$ cat config.mk
export PLATFORM = sky130hd
export DESIGN_NAME = apb_timer_array
export DESIGN_NICKNAME = d
export VERILOG_FILES = /design/src/rtl/apb_timer_array.sv
export SDC_FILE = /design/constraint.sdc
export NUM_CORES = 1
export LEC_CHECK = 0
export CORE_ASPECT_RATIO = 1.1
export CORE_MARGIN = 2
export CORE_UTILIZATION = 44
export DETAILED_ROUTE_END_ITERATION = 10
export PLACE_DENSITY = 0.61
export SLEW_MARGIN = 20
export SYNTH_ARGS = -nofsm -noshare
export SYNTH_HDL_FRONTEND = slang
export SYNTH_SLANG_ARGS = --single-unit
$ cat constraint.sdc
create_clock -name pclk -period 2.91 [get_ports pclk]
set_input_delay 0.291 -clock pclk [delete_from_list [all_inputs] [get_ports pclk]]
set_output_delay 0.291 -clock pclk [all_outputs]
set_load 0.01 [all_outputs]
$ cat src/rtl/apb_timer_array.sv
// apb_timer_array: APB bank of NUM_CH down-counters with periodic, free-run and one-shot modes,
// maskable interrupts and ETB enable/trigger hooks.
module apb_timer_array #(
    parameter int NUM_CH = 4,
    parameter int CNT_W  = 32
) (
    input  logic              pclk,
    input  logic              preset,
    input  logic              psel,
    input  logic              penable,
    input  logic              pwrite,
    input  logic [7:0]        paddr,
    input  logic [31:0]       pwdata,
    output logic [31:0]       prdata,
    input  logic [NUM_CH-1:0] etb_trig_en_on,
    input  logic [NUM_CH-1:0] etb_trig_en_off,
    output logic [NUM_CH-1:0] etb_trig,
    output logic [NUM_CH-1:0] intr
);
    logic [5:0]        word;
    logic              wr_acc;
    logic              rd_acc;
    logic              eoi_all;
    logic [NUM_CH-1:0] raw_v;
    logic [31:0]       rd_ch [NUM_CH];

    assign word    = paddr[7:2];
    assign wr_acc  = psel & penable & pwrite;
    assign rd_acc  = psel & penable & ~pwrite;
    assign eoi_all = rd_acc && word == 6'h29;

    for (genvar c = 0; c < NUM_CH; c++) begin : g_ch
        localparam logic [5:0] BASE = 6'(5 * c);
        logic [CNT_W-1:0] load_q, load_d, cur_q, cur_d;
        logic [3:0]       ctrl_q, ctrl_d;
        logic             raw_q, raw_d, start_q, start_d, trig_q, trig_d;
        logic             hit, expire, wr_ctrl, en_nx;
        logic [5:0]       off;
        always_comb begin
            off     = word - BASE;
            hit     = word >= BASE && word < BASE + 6'd5;
            wr_ctrl = wr_acc && hit && off == 6'd2;
            // the cycle right after an EN rising edge is a load cycle, never an expiry
            expire  = ctrl_q[0] && !start_q && cur_q == '0;
            load_d  = wr_acc && hit && off == 6'd0 ? pwdata[CNT_W-1:0] : load_q;
            en_nx   = wr_ctrl ? pwdata[0] : ctrl_q[0] && !(expire && ctrl_q[3]);
            ctrl_d  = {wr_ctrl ? pwdata[3:1] : ctrl_q[3:1],
                       etb_trig_en_off[c] ? 1'b0 : etb_trig_en_on[c] | en_nx};
            start_d = ctrl_d[0] && !ctrl_q[0];
            cur_d   = start_q && ctrl_q[0] ? load_q :
                      expire ? (ctrl_q[3] ? '0 : ctrl_q[1] ? '1 : load_q) :
                      ctrl_q[0] ? cur_q - CNT_W'(1) : cur_q;
            raw_d   = expire || raw_q && !(eoi_all || rd_acc && hit && off == 6'd3);
            trig_d  = expire;
        end
        always_ff @(posedge pclk) begin
            if (preset) begin
                load_q  <= '0;
                cur_q   <= '0;
                ctrl_q  <= '0;
                raw_q   <= 1'b0;
                start_q <= 1'b0;
                trig_q  <= 1'b0;
            end else begin
                load_q  <= load_d;
                cur_q   <= cur_d;
                ctrl_q  <= ctrl_d;
                raw_q   <= raw_d;
                start_q <= start_d;
                trig_q  <= trig_d;
            end
        end
        assign intr[c]     = raw_q & ~ctrl_q[2];
        assign etb_trig[c] = trig_q;
        assign raw_v[c]    = raw_q;
        assign rd_ch[c]    = !hit ? '0 :
                             off == 6'd0 ? 32'(load_q) :
                             off == 6'd1 ? 32'(cur_q) :
                             off == 6'd2 ? {28'd0, ctrl_q} :
                             off == 6'd4 ? {31'd0, intr[c]} : '0;
    end

    always_comb begin
        prdata = '0;
        for (int i = 0; i < NUM_CH; i++) prdata = prdata | rd_ch[i];
        prdata = word == 6'h28 || word == 6'h29 ? 32'(intr) : word == 6'h2A ? 32'(raw_v) : prdata;
        prdata = psel && !pwrite ? prdata : '0;
    end
endmodule

==> PnR_summary.wiki <==
{| class="wikitable"
! Metric !! Value
|-
| Ports || 93
|-
| Number of core rows || 77
|-
| TritonRoute pass-1 iters || 6
|-
| Starting density of the core || 0.449
|-
| Fraction of final layout cells sized beyond drive strength 1 || 0.161
|-
| Power per cell area || 497 nW/µm²
|-
| Sum of negative setup slack || 0 ns
|-
| Syn Std Cell Area || 18100 µm²
|-
| Achievable Freq || 349 MHz
|-
| Clock skew || 0.0127 ns
|-
| RSZ-0062 raised after global routing || true
|-
| Category of the worst setup path launch point || input port
|-
| Final number of max-transition violations || 0
|-
| Sequential share of the synthesized area || 0.314
|-
| Number of buffers inserted by port buffering || 90
|-
| Reg2reg setup slack || 0.07 ns
|-
| Number of CTS-inserted buffers || 36
|-
| Most frequent cells in the layout || nand2_1 (337), nor2_1 (283), dfxtp_1 (282)
|-
| Critical-path maximum fanout || 8
|-
| Final RePlAce weighted congestion || 1.03
|-
| Static leakage || 7.68 nW
|-
| Initial detailed-routing violation count || 2228
|-
| CORE AREA || 40400 µm²
|-
| Depth of the most critical reg-to-reg path || 6
|-
| Worst hold margin || 0.290 ns
|-
| Total number of yosys warnings || 0
|-
| Clock Pin Slew Worst Setup and Hold Paths || 0.06 ns
|-
| Area growth from synthesis to final layout || 23.4%
|-
| Critical path class || input port to output port
|-
| Fin crit share || 0.985
|-
| Synth unique cells || 80
|-
| Number of antenna violations at the first check in global routing || 3
|-
| End-of-flow core utilization || 0.553
|-
| Overall Global Routing Usage || 0.351
|-
| Count of state elements after synthesis || 284
|-
| Count of flip-flops with a built-in enable after synthesis || 0
|-
| Antenna viol nets, final || 0
|-
| Nature of the critical path endpoint || output port
|-
| Relative slew margins || 0.398
|-
| Most frequent standard cell in the layout excluding fill and tap cells || nand2_1
|-
| Share of synthesized flip-flops with an asynchronous set or reset || 0
|-
| Max-cap viol count || 0
|-
| Critical Path, Cell by Cell || buf_4 > ha_4 > buf_6 > a211o_1 > o21a_1 > a2111oi_4 > nor2b_4 > buf_12 > clkbuf_16 > a221oi_1 > a21oi_1 > clkbuf_2
|-
| Detailed-placement wirelength estimate || 53.7 mm
|-
| Die extent in y || 217 µm
|-
| Post-Syn Area per Cell || 7.20 µm²
|-
| PnR Total Power || 0.0111 W
|-
| DRC violations left || 0
|-
| Pin slew with the least headroom to its limit || 0.896 ns
|-
| Clock tree sinks || 284
|-
| Routed len/inst || 24.1 µm
|-
| Critical path's slowest cell || a2111oi_4
|-
| CTS tree || built
|-
| Post-layout minimum cycle time || 2.87 ns
|-
| Hold Vio Cnt, Final || 0
|-
| Via density per instance || 6.38
|-
| Via count of the first global-routing pass || 19000
|-
| Remaining Overflow, GRT || 0
|-
| Gate count of the mapped netlist || 2514
|-
| Number of nets in the synthesized netlist || 2575
|-
| Setup-failing EPs final || 0
|-
| Final Net Count || 2703
|-
| Hold path depth || 2
|-
| Global-route wire length before repair || 116 mm
|-
| CP peak stage delay || 0.38 ns
|-
| Clock latency on the worst-skew pair || 0.53 ns
|-
| HP Class || input port to register
|-
| Clk buf depth || 3
|-
| Overall via count from detail_route || 20300
|-
| Chip width || 197 µm
|-
| Outcome || finished clean
|-
| Required @ worst endpoint || 2.62 ns
|-
| Arrival time at the worst endpoint || 2.57 ns
|-
| CTS Root Cell || clkbuf_16
|-
| Maximum number of pins on one net before global-route repair || 68
|-
| Die Outline Area || 42800 µm²
|-
| Peak ir drop on the vdd network || 0.000302 V
|-
| CTS H-tree lvls || 2
|-
| Total wire length after detailed routing || 76.6 mm
|-
| Top flip-flop cell by instance count after synthesis || dfxtp_1
|}
[cell families after synthesis]
logic type / synth area share
compound gates: 0.257
xor+xnor: 0.0387
fa+ha+maj: 0.00553
buf+inv: 0.0568
flops: 0.314
mux: 0.0489
simple gates: 0.279
[stage by stage]
step | std cells | instance area, µm² | worst slack (ns)
6_report | 3178 | 22300 | 0.0450
5_1_grt | 3178 | 22300 | -0.00613
4_1_cts | 3175 | 22300 | -0.0172
3_5_place_dp | 3097 | 20700 | -0.957
3_3_place_gp | 3097 | 20700 | -0.908
2_1_floorplan | 2514 | 18100 | 0.0887
[worst max-delay path, delay by kind of cell]
| kind | cells | cell delay, ns |
|---|---|---|
| and+or+nand+nor | 1 | 0.27 |
| buffers and inverters | 5 | 0.72 |
| adders and majority gates | 1 | 0.16 |
| AOI/OAI and AO/OA | 5 | 1.13 |
[area by class of cell]
class,count,area (µm²)
sequential,284,5690
clock buffer,51,1040
tap,513,642
timing repair buffer,314,2940
inverter,37,139
fill,3848,18000
multi-input combinational,1969,11700
antenna,1,2.50
clock inverter,9,153
[what timing repair did]
action | 4_1_cts | 5_1_grt
buffers inserted | 14 | 2
hold buffers | 0 | 0
gates cloned | 5 | 1
gates resized for setup | 157 | 73
pin swaps | 31 | 36
setup endpoints to repair | 32 | 32
[report_power, final]
group	internal, W	leakage, nW	switching [W]
logic	0.000942	4.80	0.00137
registers	0.00400	2.30	0.000168
clock network	0.00283	0.573	0.00180
[state kept, by name, summed over array words and instances (netlist names)]
register	count
g_ch.raw_q	4
g_ch.load_q	128
g_ch.trig_q	4
g_ch.cur_q	128
g_ch.start_q	4
g_ch.ctrl_q	16
[synth_stat cells (7+ instances only)]
master / n / area (µm²)
nand4_1: 16 / 100
nand2_1: 337 / 1260
o22ai_1: 27 / 169
o21ai_0: 192 / 961
buf_2: 21 / 105
xnor2_1: 45 / 394
and3_1: 25 / 156
o211ai_1: 21 / 158
o21a_1: 8 / 60.1
inv_1: 35 / 131
a311oi_1: 17 / 149
nor2_1: 286 / 1070
ha_1: 8 / 100
a221oi_1: 33 / 289
a21oi_1: 229 / 1150
mux2_2: 28 / 315
xor2_1: 35 / 307
buf_1: 12 / 45.0
nor3_1: 98 / 490
nor3_2: 13 / 130
o31a_1: 8 / 70.1
a31oi_1: 32 / 200
nand4b_1: 8 / 70.1
nor4_1: 35 / 219
o2bb2ai_1: 9 / 78.8
clkbuf_1: 186 / 698
nand3b_1: 22 / 165
mux2i_1: 57 / 571
or3_1: 54 / 338
nor2b_1: 32 / 200
a211oi_1: 43 / 323
a211o_1: 7 / 61.3
a22oi_1: 62 / 465
dfxtp_1: 284 / 5690
or2_2: 9 / 56.3
nand2b_1: 13 / 81.3
or4_1: 23 / 173
nand3_1: 48 / 240
[final timing paths]
| path | start | endpoint |
|---|---|---|
| worst max register to register | g_ch[1].cur_q[21] | g_ch[1].cur_q[15] |
| worst min register to register | g_ch[2].load_q[23] | g_ch[2].load_q[23] |
| worst max-delay path | paddr[3] | prdata[29] |
| worst min-delay path | preset | g_ch[1].load_q[25] |
[metal layers]
| metal | vias up | track usage | part of all wire |
|---|---|---|---|
| met3 | 194 | 0.0589 | 0.090 |
| met1 | 9733 | 0.459 | 0.40 |
| li1 | 9348 | - | - |
| met2 | 993 | 0.570 | 0.46 |
| met4 | 2 | 0.151 | 0.047 |
| met5 | - | 0 | 0.00024 |
(Power assumes the default switching activity.)
